File: src/rtl/aipp_t_noc_pkg.sv
// Shared defaults, widths and the thermal deflection helper for the AIPP-T NoC router.
package aipp_t_noc_pkg;

  localparam int DATA_WIDTH_DEFAULT = 32;
  localparam int NUM_PORTS_DEFAULT  = 4;
  localparam int MAX_PORTS          = 16;
  localparam int MAX_DEST_W         = 4;

  function automatic int dest_width(input int num_ports);
    return (num_ports > 1) ? $clog2(num_ports) : 1;
  endfunction

  localparam int DEST_W_DEFAULT = dest_width(NUM_PORTS_DEFAULT);

  typedef struct packed {
    logic                  found;
    logic [MAX_DEST_W-1:0] port;
  } cool_port_t;

  // Scans dest, dest+1, ... with wrap-around; num_ports must be a power of two.
  function automatic cool_port_t next_cool_port(input logic [MAX_DEST_W-1:0] dest,
                                                input logic [MAX_PORTS-1:0]  inhibit,
                                                input int                    num_ports);
    cool_port_t            res;
    logic [MAX_DEST_W-1:0] mask;
    logic [MAX_DEST_W-1:0] cand;
    res  = '0;
    mask = MAX_DEST_W'(num_ports - 1);
    for (int k = 0; k < MAX_PORTS; k++) begin
      cand = (dest + MAX_DEST_W'(k)) & mask;
      if ((k < num_ports) && !res.found && !inhibit[cand]) begin
        res.found = 1'b1;
        res.port  = cand;
      end
    end
    return res;
  endfunction

endpackage

File: src/rtl/aipp_thermal_noc_router_if.sv
// Bundle of flit, handshake and thermal signals between the tile interfaces and the router.
interface aipp_thermal_noc_router_if #(
  parameter int DATA_WIDTH = aipp_t_noc_pkg::DATA_WIDTH_DEFAULT,
  parameter int NUM_PORTS  = aipp_t_noc_pkg::NUM_PORTS_DEFAULT
);
  localparam int DEST_W = aipp_t_noc_pkg::dest_width(NUM_PORTS);

  logic [NUM_PORTS-1:0]            thermal_inhibit;
  logic [NUM_PORTS-1:0]            thermal_ack;
  logic [NUM_PORTS-1:0]            in_valid;
  logic [NUM_PORTS*DATA_WIDTH-1:0] in_data;
  logic [NUM_PORTS*DEST_W-1:0]     in_dest;
  logic [NUM_PORTS-1:0]            in_ready;
  logic [NUM_PORTS-1:0]            out_valid;
  logic [NUM_PORTS*DATA_WIDTH-1:0] out_data;
  logic [NUM_PORTS-1:0]            out_ready;

  modport master (
    output thermal_inhibit, in_valid, in_data, in_dest, out_ready,
    input  thermal_ack, in_ready, out_valid, out_data
  );

  modport slave (
    input  thermal_inhibit, in_valid, in_data, in_dest, out_ready,
    output thermal_ack, in_ready, out_valid, out_data
  );

endinterface

File: src/rtl/aipp_t_noc_rr_arbiter.sv
// Round-robin arbiter with one-hot grant; the pointer moves past the winner after each grant.
module aipp_t_noc_rr_arbiter #(
  parameter int N = 4
) (
  input  logic         clk,
  input  logic         rst,
  input  logic         en,
  input  logic [N-1:0] req,
  output logic [N-1:0] grant
);
  localparam int W = (N > 1) ? $clog2(N) : 1;

  logic [W-1:0] ptr;
  logic [W-1:0] winner;
  logic [W-1:0] idx;
  logic         hit;

  always_comb begin
    grant  = '0;
    winner = '0;
    idx    = '0;
    hit    = 1'b0;
    if (en) begin
      for (int k = 0; k < N; k++) begin
        idx = ptr + W'(k);
        if (!hit && req[idx]) begin
          hit        = 1'b1;
          winner     = idx;
          grant[idx] = 1'b1;
        end
      end
    end
  end

  always_ff @(posedge clk) begin
    if (rst) begin
      ptr <= '0;
    end else if (hit) begin
      ptr <= winner + W'(1);
    end
  end

endmodule

File: src/rtl/aipp_thermal_noc_router.sv
// Single-stage thermally aware crossbar; AIPP_T_NOC_DEFLECT_EN enables wrap-around deflection
// away from inhibited outputs, otherwise inhibited destinations simply stall.
module aipp_thermal_noc_router
  import aipp_t_noc_pkg::*;
#(
  parameter int DATA_WIDTH = DATA_WIDTH_DEFAULT,
  parameter int NUM_PORTS  = NUM_PORTS_DEFAULT
) (
  input logic                      clk,
  input logic                      rst,
  aipp_thermal_noc_router_if.slave bus
);
  localparam int DEST_W = dest_width(NUM_PORTS);

  logic [NUM_PORTS-1:0]            tgt_found;
  logic [DEST_W-1:0]               tgt [NUM_PORTS];
  logic [NUM_PORTS-1:0]            out_free;
  logic [NUM_PORTS-1:0]            grant [NUM_PORTS];
  logic [DATA_WIDTH-1:0]           mux_data [NUM_PORTS];
  logic [NUM_PORTS-1:0]            ready;
  logic [NUM_PORTS-1:0]            valid_q;
  logic [NUM_PORTS*DATA_WIDTH-1:0] data_q;

  assign bus.thermal_ack = bus.thermal_inhibit;
  assign bus.in_ready    = ready;
  assign bus.out_valid   = valid_q;
  assign bus.out_data    = data_q;

  for (genvar i = 0; i < NUM_PORTS; i++) begin : g_tgt
    logic [DEST_W-1:0] dest;
    assign dest = bus.in_dest[i*DEST_W +: DEST_W];
`ifdef AIPP_T_NOC_DEFLECT_EN
    cool_port_t cool;
    assign cool         = next_cool_port(MAX_DEST_W'(dest), MAX_PORTS'(bus.thermal_inhibit), NUM_PORTS);
    assign tgt_found[i] = cool.found;
    assign tgt[i]       = DEST_W'(cool.port);
`else
    assign tgt_found[i] = !bus.thermal_inhibit[dest];
    assign tgt[i]       = dest;
`endif
  end

  for (genvar p = 0; p < NUM_PORTS; p++) begin : g_out
    logic [NUM_PORTS-1:0] req_p;
    logic [NUM_PORTS-1:0] grant_p;

    assign out_free[p] = !valid_q[p] || bus.out_ready[p];

    always_comb begin
      req_p = '0;
      for (int i = 0; i < NUM_PORTS; i++) begin
        req_p[i] = bus.in_valid[i] && tgt_found[i] && (tgt[i] == DEST_W'(p));
      end
    end

    // Arbitration is suppressed while the output is occupied or the router is in reset.
    aipp_t_noc_rr_arbiter #(.N(NUM_PORTS)) u_arb (
      .clk   (clk),
      .rst   (rst),
      .en    (out_free[p] && !rst),
      .req   (req_p),
      .grant (grant_p)
    );

    assign grant[p] = grant_p;
  end

  always_comb begin
    ready = '0;
    for (int p = 0; p < NUM_PORTS; p++) begin
      mux_data[p] = '0;
      for (int i = 0; i < NUM_PORTS; i++) begin
        if (grant[p][i]) begin
          ready[i]    = 1'b1;
          mux_data[p] = mux_data[p] | bus.in_data[i*DATA_WIDTH +: DATA_WIDTH];
        end
      end
    end
  end

  // Stale data is kept when an output drains; only valid clears.
  always_ff @(posedge clk) begin
    if (rst) begin
      valid_q <= '0;
      data_q  <= '0;
    end else begin
      for (int p = 0; p < NUM_PORTS; p++) begin
        if (|grant[p]) begin
          valid_q[p]                         <= 1'b1;
          data_q[p*DATA_WIDTH +: DATA_WIDTH] <= mux_data[p];
        end else if (out_free[p]) begin
          valid_q[p] <= 1'b0;
        end
      end
    end
  end

endmodule

File: src/flat_wrapper.sv
// flat-port wrapper written by rule: the top's interface ports become plain ports
module aipp_thermal_noc_router_flat import aipp_t_noc_pkg::*;
#(
  parameter int DATA_WIDTH = DATA_WIDTH_DEFAULT,
  parameter int NUM_PORTS  = NUM_PORTS_DEFAULT
)
  (clk, rst, bus_thermal_inhibit, bus_in_valid, bus_in_data, bus_in_dest, bus_out_ready, bus_thermal_ack, bus_in_ready, bus_out_valid, bus_out_data);
  aipp_thermal_noc_router_if #(.DATA_WIDTH(DATA_WIDTH), .NUM_PORTS(NUM_PORTS)) bus_i ();
  input logic clk;
  input logic rst;
  input wire logic [$bits(bus_i.thermal_inhibit)-1:0] bus_thermal_inhibit;
  input wire logic [$bits(bus_i.in_valid)-1:0] bus_in_valid;
  input wire logic [$bits(bus_i.in_data)-1:0] bus_in_data;
  input wire logic [$bits(bus_i.in_dest)-1:0] bus_in_dest;
  input wire logic [$bits(bus_i.out_ready)-1:0] bus_out_ready;
  output wire logic [$bits(bus_i.thermal_ack)-1:0] bus_thermal_ack;
  output wire logic [$bits(bus_i.in_ready)-1:0] bus_in_ready;
  output wire logic [$bits(bus_i.out_valid)-1:0] bus_out_valid;
  output wire logic [$bits(bus_i.out_data)-1:0] bus_out_data;
  assign bus_i.thermal_inhibit = bus_thermal_inhibit;
  assign bus_i.in_valid = bus_in_valid;
  assign bus_i.in_data = bus_in_data;
  assign bus_i.in_dest = bus_in_dest;
  assign bus_i.out_ready = bus_out_ready;
  assign bus_thermal_ack = bus_i.thermal_ack;
  assign bus_in_ready = bus_i.in_ready;
  assign bus_out_valid = bus_i.out_valid;
  assign bus_out_data = bus_i.out_data;
  aipp_thermal_noc_router #(.DATA_WIDTH(DATA_WIDTH), .NUM_PORTS(NUM_PORTS)) u_core (.clk(clk), .rst(rst), .bus(bus_i));
endmodule
File: config.mk
export PLATFORM = sky130hd
export DESIGN_NAME = aipp_thermal_noc_router_flat
export DESIGN_NICKNAME = d
export VERILOG_FILES = /design/src/rtl/aipp_t_noc_pkg.sv /design/src/rtl/aipp_thermal_noc_router_if.sv /design/src/rtl/aipp_t_noc_rr_arbiter.sv /design/src/rtl/aipp_thermal_noc_router.sv /design/src/flat_wrapper.sv
export SDC_FILE = /design/constraint.sdc
export NUM_CORES = 1
export LEC_CHECK = 0
export CAP_MARGIN = 40
export CORE_UTILIZATION = 45
export CTS_BUF_LIST = sky130_fd_sc_hd__clkbuf_8
export DETAILED_ROUTE_END_ITERATION = 8
export DONT_BUFFER_PORTS = 1
export GPL_ROUTABILITY_DRIVEN = 1
export PLACE_DENSITY_LB_ADDON = 0.08
export SLEW_MARGIN = 10
export SYNTH_ARGS = -nofsm -noshare
export SYNTH_HDL_FRONTEND = slang
export SYNTH_SLANG_ARGS = --single-unit
File: constraint.sdc
create_clock -name clk -period 4 [get_ports clk]
set_input_delay 0.4 -clock clk [delete_from_list [all_inputs] [get_ports clk]]
set_output_delay 0.4 -clock clk [all_outputs]
set_load 0.005 [all_outputs]
Word level (Yosys, flattened, before mapping). Cells that the tools add are included.

Add/subtract/negate cells: 16. Magnitude comparators: 36. Eq/ne operators: 12. Muxes and demuxes: 196. Bitwise logic cells: 24. Reduce and logical (&&, ||, !) cells: 89.

Operator list (count): 32-bit 2-to-1 mux (16); 32-bit OR (12); 4-bit 2-to-1 mux (32); 1-bit 2-to-1 mux (92); 2-bit by 3-bit less-than comparator with 1-bit output, second input constant (20); 1-bit logical AND (52); 4-bit OR (12); 1-bit binary-select mux with 2-bit select (20); 2-bit 2-to-1 mux (20); 1-bit demux with 2-bit select (16); 2-bit by 1-bit greater-or-equal comparator with 1-bit output, second input constant (16); 1-bit logical NOT (21); 2-bit by 1-bit adder with 2-bit output, second input constant (8); 2-bit adder, second input constant (8); 2-bit equality test, second input constant (8); 4-bit OR reduction (4); 2-bit by 1-bit equality test with 1-bit output, second input constant (4); 2-bit logical NOT (4); 2-bit nonzero test (4); 1-bit logical OR (4).

Register bits: 140. Output and inout bits: 140. Word-level logic and storage cells: 385.

Logic depth before layout (Yosys ltp). Gate-level depths: netlist (run 1).

Depth after elaboration: 28. Depth in mapped cells: 13. Gate-level depth less buffers: 10.

Modules after synthesis. A second synthesis (run 1) with hierarchy kept.

Cell total of the unflattened synthesis: 1085. Area total of the unflattened synthesis: 10083.4 sq um.

By module, submodules not included: aipp_thermal_noc_router (instances 1, cells an instance 799, area each 7749.9 sq um, sequential area each 2642.5 sq um); aipp_t_noc_rr_arbiter (u_core.g_out[1].u_arb ...) (instances 3, cells an instance 72, area each 579.3 sq um, sequential area each 40.0 sq um); aipp_t_noc_rr_arbiter (u_core.g_out[0].u_arb) (instances 1, cells an instance 70, area each 595.6 sq um, sequential area each 40.0 sq um).

Worst setup path after synthesis (run 1). OpenSTA, ideal clock, no wires.

Path kind: reg2reg. Start point: register u_core.g_out[0].u_arb.ptr[1]. End point: register u_core.data_q[10], in the netlist u_core.bus.out_data[10]. Arrival time: 3.386 ns. Data required time: 3.926 ns. Setup slack: 0.539 ns. Stages on the path, launching flop included: 14. Path buffers: 4. Path through: dfxtp_1 -> clkbuf_1 -> inv_1 -> ha_1 -> buf_1 -> mux4_2 -> a31o_4 -> o211a_1 -> o22ai_1 -> or4_4 -> buf_6 -> buf_6 -> o21ai_1 -> a31oi_1.

Longest elaborated chain between the ends: 23. Elaborated cells between the ends (all ways): 62. Those cells by class: add/sub (3); order compare (8); mux (34); bitwise (6); reduce/logical (11).

Ends and longest elaborated chain: start, declared (RTL line aipp_t_noc_rr_arbiter.sv:13) `logic [W-1:0] ptr;`; start signal, assigned (RTL line aipp_t_noc_rr_arbiter.sv:39) `ptr <= winner + W'(1);`; branches (longest 14 deep; another with 2-bit by 3-bit less-than comparator with 1-bit output); 4-bit 2-to-1 mux * (RTL line aipp_t_noc_rr_arbiter.sv:26) `if (!hit && req[idx]) begin`; 4-bit 2-to-1 mux * (RTL line aipp_t_noc_rr_arbiter.sv:23) `if (en) begin`; 32-bit 2-to-1 mux (RTL line aipp_thermal_noc_router.sv:73) `if (grant[p][i]) begin`; 32-bit OR (RTL line aipp_thermal_noc_router.sv:75) `mux_data[p] = mux_data[p] | bus.in_data[i*DATA_WIDTH +: DATA_WIDTH];`; 32-bit 2-to-1 mux (RTL line aipp_thermal_noc_router.sv:73); 32-bit OR (RTL line aipp_thermal_noc_router.sv:75); 32-bit 2-to-1 mux (RTL line aipp_thermal_noc_router.sv:73); 32-bit OR (RTL line aipp_thermal_noc_router.sv:75); 32-bit 2-to-1 mux (RTL line aipp_thermal_noc_router.sv:73); end signal, assigned by index (RTL line aipp_thermal_noc_router.sv:90) `data_q[p*DATA_WIDTH +: DATA_WIDTH] <= mux_data[p];`; end, declared (RTL line aipp_thermal_noc_router.sv:22) `logic [NUM_PORTS*DATA_WIDTH-1:0] data_q;`.

Every way passes the cells marked *. The select of a mux whose other input is x is not followed. A chain may end at the register's enable or synchronous reset.

Worst setup path after layout (run 1).
Start point: register u_core.g_out[0].u_arb.ptr[0]. End point: output bus_in_ready[1].

Longest elaborated chain between the ends: 20. Elaborated cells between the ends (all ways): 58. Those cells by class: add/sub (3); order compare (8); mux (34); bitwise (3); reduce/logical (10).

Ends and longest elaborated chain: branches (longest 14 deep; another with 2-bit by 3-bit less-than comparator with 1-bit output); 4-bit 2-to-1 mux * (RTL line aipp_t_noc_rr_arbiter.sv:26); 4-bit 2-to-1 mux * (RTL line aipp_t_noc_rr_arbiter.sv:23); 1-bit 2-to-1 mux * (4 in series) (RTL line aipp_thermal_noc_router.sv:73); end, declared (RTL line flat_wrapper.sv:17) `output wire logic [$bits(bus_i.in_ready)-1:0] bus_in_ready;`.

Marks and branches as above.

==> results of run 1 <==
-- kinds of logic after synthesis --
group / after synthesis / share of synthesized area (%)
AO/OA/AOI/OAI: 617 / 43.9
AND/OR/NAND/NOR: 154 / 10.3
flip-flops: 140 / 30.3
buffers and inverters: 128 / 6.73
adder cells (fa/ha/maj): 32 / 4.33
multiplexers: 22 / 4.20
XOR/XNOR: 3 / 0.284
-- critical path, stage by stage, from the launching register on --
cell	delay (ns)
dfxtp_1	0.34
clkinv_1	0.06
buf_4	0.17
ha_1	0.32
mux4_2	0.62
a31o_4	0.28
o211a_1	0.24
o22ai_4	0.18
buf_4	0.51
or4_1	0.27
-- layout make-up --
| class | count | area, um2 |
|---|---|---|
| Clock buffer | 18 | 248 |
| Timing Repair Buffer | 39 | 295 |
| Sequential cell | 140 | 2800 |
| Tap cell | 270 | 338 |
| Clock inverter | 11 | 146 |
| Fill cell | 1990 | 10400 |
| Inverter | 17 | 65.1 |
| Multi-Input combinational cell | 828 | 5870 |
-- metal layers --
metal,routed length [um],vias up
met4,1060,0
met3,4140,86
met1,14600,4670
li1,-,4350
met5,0,-
met2,16200,619
-- registers in the layout (all words and copies together), names as in the netlist --
| signal | flops |
|---|---|
| u_core.bus.out_data | 128 |
| u_core.bus.out_valid | 4 |
| u_core.g_out.u_arb.ptr | 8 |
-- synth_stat cells, drive strengths merged (3+ instances only) --
| library cell | number | area share [%] |
|---|---|---|
| a22oi | 257 | 21 |
| o21ai | 159 | 8.6 |
| a31oi | 145 | 9.8 |
| dfxtp | 140 | 30 |
| clkbuf | 80 | 3.2 |
| nand2 | 41 | 1.7 |
| ha | 32 | 4.3 |
| buf | 31 | 2.8 |
| nand3 | 24 | 1.3 |
| nor2 | 17 | 0.69 |
| inv | 16 | 0.65 |
| a21oi | 15 | 0.81 |
| mux4 | 13 | 3.2 |
| a31o | 9 | 0.95 |
| and3 | 9 | 0.61 |
| mux2i | 8 | 0.91 |
| nand4bb | 8 | 0.97 |
| nor3 | 8 | 0.43 |
| or4 | 8 | 0.77 |
| a21o | 5 | 0.41 |
| nor4bb | 5 | 0.54 |
| and4b | 4 | 0.43 |
| nand4 | 4 | 0.27 |
| nand4b | 4 | 0.38 |
| nor4b | 4 | 0.65 |
| o211a | 4 | 0.43 |
| o211ai | 4 | 0.32 |
| o22ai | 4 | 0.27 |
| and4bb | 3 | 0.41 |
| nand2b | 3 | 0.20 |
| nor2b | 3 | 0.20 |
| xnor2 | 3 | 0.28 |
-- cell usage in the layout (no fill, tap or decap), types with 5 or more instances in the layout --
| cell type | synthesis | final |
|---|---|---|
| a22oi_1 | 257 | 257 |
| a31oi_1 | 145 | 145 |
| dfxtp_1 | 140 | 139 |
| o21ai_1 | 136 | 136 |
| nand2_1 | 41 | 41 |
| buf_4 | 4 | 38 |
| ha_1 | 32 | 32 |
| nand3_1 | 24 | 24 |
| o21ai_0 | 23 | 23 |
| clkbuf_8 | 0 | 18 |
| nor2_1 | 17 | 17 |
| inv_1 | 16 | 16 |
| a21oi_1 | 15 | 15 |
| mux4_2 | 13 | 13 |
| and3_1 | 9 | 9 |
| nand4bb_1 | 8 | 8 |
| nor3_1 | 8 | 8 |
| a31o_2 | 7 | 8 |
| mux2i_1 | 7 | 7 |
| nor4bb_1 | 5 | 5 |
| a21o_1 | 5 | 5 |
-- stage by stage --
step	cell area, um2	hold WS [ns]
2_1_floorplan	9240	0.500
3_3_place_gp	9360	0.472
3_5_place_dp	9360	0.475
4_1_cts	9770	0.118
5_1_grt	9770	0.152
6_report	9770	0.153
-- power by group through the flow --
stage / combinational, W / clock (W) / sequential [W]
3_5_place_dp: 0.00168 / 0 / 0.00213
3_3_place_gp: 0.00167 / 0 / 0.00214
6_report: 0.00171 / 0.00122 / 0.00211
2_1_floorplan: 0.00136 / 0 / 0.00202
5_1_grt: 0.00188 / 0.00129 / 0.00215
4_1_cts: 0.00169 / 0.00123 / 0.00211
-- worst paths after layout --
check | from | end | slack (ns)
min reg2reg | u_core.bus.out_data[108] | u_core.bus.out_data[108] | 0.54
min | bus_in_data[38] | u_core.bus.out_data[38] | 0.15
max | u_core.g_out[0].u_arb.ptr[0] | bus_in_ready[1] | 0.17
max reg2reg | u_core.g_out[2].u_arb.ptr[1] | u_core.bus.out_data[67] | 0.31
-- repair_timing --
item / in CTS / in global routing
setup buffers: 0 / 0
hold buffers: 1 / 0
endpoints found under the setup margin: 0 / 3
endpoints found under the hold margin: 4 / 0
gates resized for setup: 0 / 1
==> flow_summary.yaml, run 1 <==
status:
  status: "completed"
critical_path:
  cp_max_fo: 33
  endpoint_kind: "output port"
  critical_path_arrival_ns: 3.43
  start_kind: "flip-flop"
  cp.required_ns: 3.60
  critical_path_class: "flip-flop to output port"
  reg2reg_depth: 9
synth:
  yosysWarnings: 0
  async_reset_ff_share_pct: 0
  synth_edf_count: 0
  yosysSeqAreaShare_pct: 30.3
  ys_ff_latch: 140
  synth_area_mm2: 0.00924
  synth.avg_cell_area_um2: 8.43
  syn-num-nets: 1278
  synthFlopType: "dfxtp_1"
  synth_cells: 1096
  ys_types: 60
timing:
  rsz0062_at_grt: "no"
  clock.fmax_mhz: 261
  fin_crit_ns: 3.83
  finalClockSkew_ns: 0.0193
  period_share_pct: 95.8
  finalSetupViolCount: 0
  relSlewSlack_pct: 47.1
  hold_viol: 0
  finalWorstSetupSlack_ns: 0.170
  fin_setup_tns_ns: 0
  slew_viol_final: 0
  tightest_slew_ns: 0.782
pwr:
  p_sw_share_pct: 40.0
  p_clk_share_pct: 24.3
  power_density_mw_per_mm2: 516
  ir_drop_uv: 278
  power_w: 0.00504
  intPower_w: 0.00302
  seq_power_share_pct: 41.8
  leakagePower_nw: 2.97
  combPwrFrac_pct: 33.9
  p_switching_w: 0.00202
route:
  vias: 9725
  vias_per_cell: 7.35
  drc: 0
  wl_per_cell_um: 27.2
  ant_nets: 0
  drtIter0Drc: 1100
  drt_wl_total_um: 36000
  first_pass_iters: 9
clock_network:
  cts_tree: "done"
  clk_latency_ns: 0.45
  path_clk_slew_ns: 0.09
  h-tree-depth: 4
  numClockSinks: 140
  clk_path_buf_depth: 2
  numCtsBuffers: 17
  cts-root-buf: "clkbuf_8"
finish:
  final_cells: 1323
  nNetsFinal: 1225
  area_growth_pct: 5.71
  layout-drive-gt1-share_pct: 10.1
  diodes: 0
  utilization_pct: 48.4
global_routing:
  antenna_found_initial: 0
  gr-usage-met3_pct: 10.5
  grt_pass1_wl_um: 55200
  met1_usage_pct: 41.5
  grt_start_max_net_pins: 75
  top_usage_layer: "met2"
  first_global_vias: 9390
  grt_overflow: 0
  track_usage_pct: 33.2
  grtUsageMet2_pct: 52.1
placement:
  gp_congestion: 0.915
  placedCellCount: 1293
  io_buffers: 0
  place_ws_ns: 0.377
  dp_hpwl_um: 22900
floorplan:
  die_w_um: 145
  fp-row-count: 52
  dieArea_mm2: 0.0211
  core_area_mm2: 0.0202
  die_h_um: 145
  start_util_pct: 45.8
  io_pins: 290
worst_hold_path:
  worstHoldPathCells: 2
  hp-class: "primary input to flip-flop"
job:
  max_cap_violations: 0
Note: power is estimated with default switching activity, not from simulation.
==> run 2, diff against run 1 <==
--- a/config.mk
+++ b/config.mk
@@ -6,6 +6,7 @@
 export NUM_CORES = 1
 export LEC_CHECK = 0
 export CAP_MARGIN = 40
+export CORE_ASPECT_RATIO = 1.25
 export CORE_UTILIZATION = 45
 export CTS_BUF_LIST = sky130_fd_sc_hd__clkbuf_8
 export DETAILED_ROUTE_END_ITERATION = 8
==> constraint.sdc (replaced) <==
create_clock -name clk -period 3.4 [get_ports clk]
set_input_delay 0.34 -clock clk [delete_from_list [all_inputs] [get_ports clk]]
set_output_delay 0.34 -clock clk [all_outputs]
set_load 0.005 [all_outputs]
==> run 2 against run 1 <==
Via count grew 0.84%. Critical path depth shrank 1. Design area grew 2.1%. Largest cell class unchanged.
==> flow_summary.yaml, run 2 (same netlist as run 1, synthesis figures left out) <==
status:
  status: "completed"
placement:
  place_area_mm2: 0.00949
  dp_hpwl_um: 23400
  io_buffers: 0
  place_ws_ns: 0.152
  gp_congestion: 0.918
floorplan:
  die_w_um: 130
  fp-row-count: 58
  io_pins: 290
  die_h_um: 162
  start_util_pct: 46.0
  dieArea_mm2: 0.0211
  core_area_mm2: 0.0201
job:
  max_cap_violations: 0
finish:
  mostFrequentLayoutCells: "a22oi_1 (257), a31oi_1 (145), dfxtp_1 (140), o21ai_1 (136), buf_4 (49)"
  fillers: 1971
  design_area_mm2: 0.00997
  nNetsFinal: 1242
  layout-drive-gt1-share_pct: 12.2
  area_growth_pct: 7.95
  largest_reg_flops: 128
  final_common_cell: "a22oi_1"
  diodes: 0
timing:
  finalWorstSetupSlack_ns: 0.105
  tightest_slew_ns: 0.804
  rsz0062_at_grt: "no"
  fin_setup_tns_ns: 0
  finalClockSkew_ns: 0.0184
  slew_viol_final: 0
  fin_crit_ns: 3.29
  period_share_pct: 96.9
  relSlewSlack_pct: 46.4
  clock.fmax_mhz: 304
  hold_viol: 0
  finalSetupViolCount: 0
critical_path:
  endpoint_kind: "output port"
  worst-path-buf-inv: 2
  start_kind: "flip-flop"
  crit_chain: "inv_1 -> ha_4 -> mux4_2 -> nand2_1 -> a31oi_1 -> a31o_2 -> buf_4 -> or4_4"
  critical_path_arrival_ns: 2.95
  cp.required_ns: 3.06
  cp_max_fo: 17
  worst_path_largest_cell_delay_ns: 0.57
  critical_path_class: "flip-flop to output port"
  crit_family: "simple AND/OR/NAND/NOR gates"
  slowest_stage: "mux4_2"
pwr:
  combPwrFrac_pct: 35.6
  intPower_w: 0.00359
  leakagePower_nw: 3.05
  p_clk_share_pct: 23.4
  power_density_mw_per_mm2: 609
  p_switching_w: 0.00249
  p_sw_share_pct: 40.9
  seq_power_share_pct: 40.9
  ir_drop_uv: 298
route:
  drc: 0
  vias: 9807
  first_pass_iters: 6
  wl_per_cell_um: 27.4
  drtIter0Drc: 859
  vias_per_cell: 7.30
  drt_wl_total_um: 36900
  ant_nets: 0
clock_network:
  numClockSinks: 140
  h-tree-depth: 4
  cts_tree: "done"
  numCtsBuffers: 17
  clk_latency_ns: 0.45
  cts-root-buf: "clkbuf_8"
  path_clk_slew_ns: 0.09
  clk_path_buf_depth: 2
global_routing:
  grt_pass1_wl_um: 54800
  antenna_found_initial: 0
  grt_overflow: 0
  first_global_vias: 9279
  grt_start_max_net_pins: 78
  track_usage_pct: 34.0
worst_hold_path:
  hp-class: "primary input to flip-flop"
[run 2: power groups by stage]
stage / Combinational, W / Clock [W] / Sequential [W]
floorplan: 0.00160 / 0 / 0.00237
global placement: 0.00204 / 0 / 0.00252
detailed placement: 0.00207 / 0 / 0.00251
CTS: 0.00209 / 0.00144 / 0.00248
global route: 0.00235 / 0.00150 / 0.00253
finish: 0.00216 / 0.00142 / 0.00249
[run 2: stage by stage]
stage               cells  util, %  hold slack [ns]  total power (W)
floorplan            1096        -            0.500          0.00398
global placement     1307     47.2            0.414          0.00457
detailed placement   1307     47.2            0.416          0.00458
CTS                  1340     49.3           0.0643          0.00601
global route         1343     49.6           0.0887          0.00638
finish               1343     49.6           0.0962          0.00608
[run 2: path summary, 6_finish.rpt]
kind	start	end	slack, ns	depth (start not counted)
hold reg to reg	u_core.bus.out_data[4]	u_core.bus.out_data[4]	0.55	2
hold / removal	bus_in_data[38]	u_core.bus.out_data[38]	0.1	2
setup reg to reg	u_core.g_out[1].u_arb.ptr[0]	u_core.bus.out_data[63]	0.17	11
setup / recovery	u_core.g_out[2].u_arb.ptr[1]	bus_in_ready[3]	0.11	8
[run 2: cell type report]
type                       count  area [um2]  share of cell area [%]
multi-input combinational    828        5910                    59.2
sequential                   140        2800                    28.1
timing repair buffer          56         463                    4.64
tap                          270         338                    3.39
clock buffer                  17         234                    2.35
clock inverter                15         163                    1.63
inverter                      17        65.1                   0.652
[run 2: repair_timing]
action                     CTS  global route
hold endpoints to repair     4             0
cloned                       0             0
pin swaps                    0             1
setup endpoints to repair    3             4
hold buffers                 1             0
resized for setup            3             9
buffers inserted             0             3
[run 2: worst register-to-register path: cells and delay by family, from the launching register on]
kind | cells | cell delay [ns]
compound gates | 4 | 0.53
fa+ha+maj | 1 | 0.36
buf+inv | 3 | 0.48
flops | 1 | 0.34
mux | 1 | 0.57
simple gates | 2 | 0.83
[run 2: routing by layer]
metal,vias up,global-route usage [%],wire length (um)
met1,4709,41.7,13800
met3,93,9.72,4150
met2,623,54.5,17600
met4,0,15.7,1300
met5,-,0,0
li1,4382,-,-
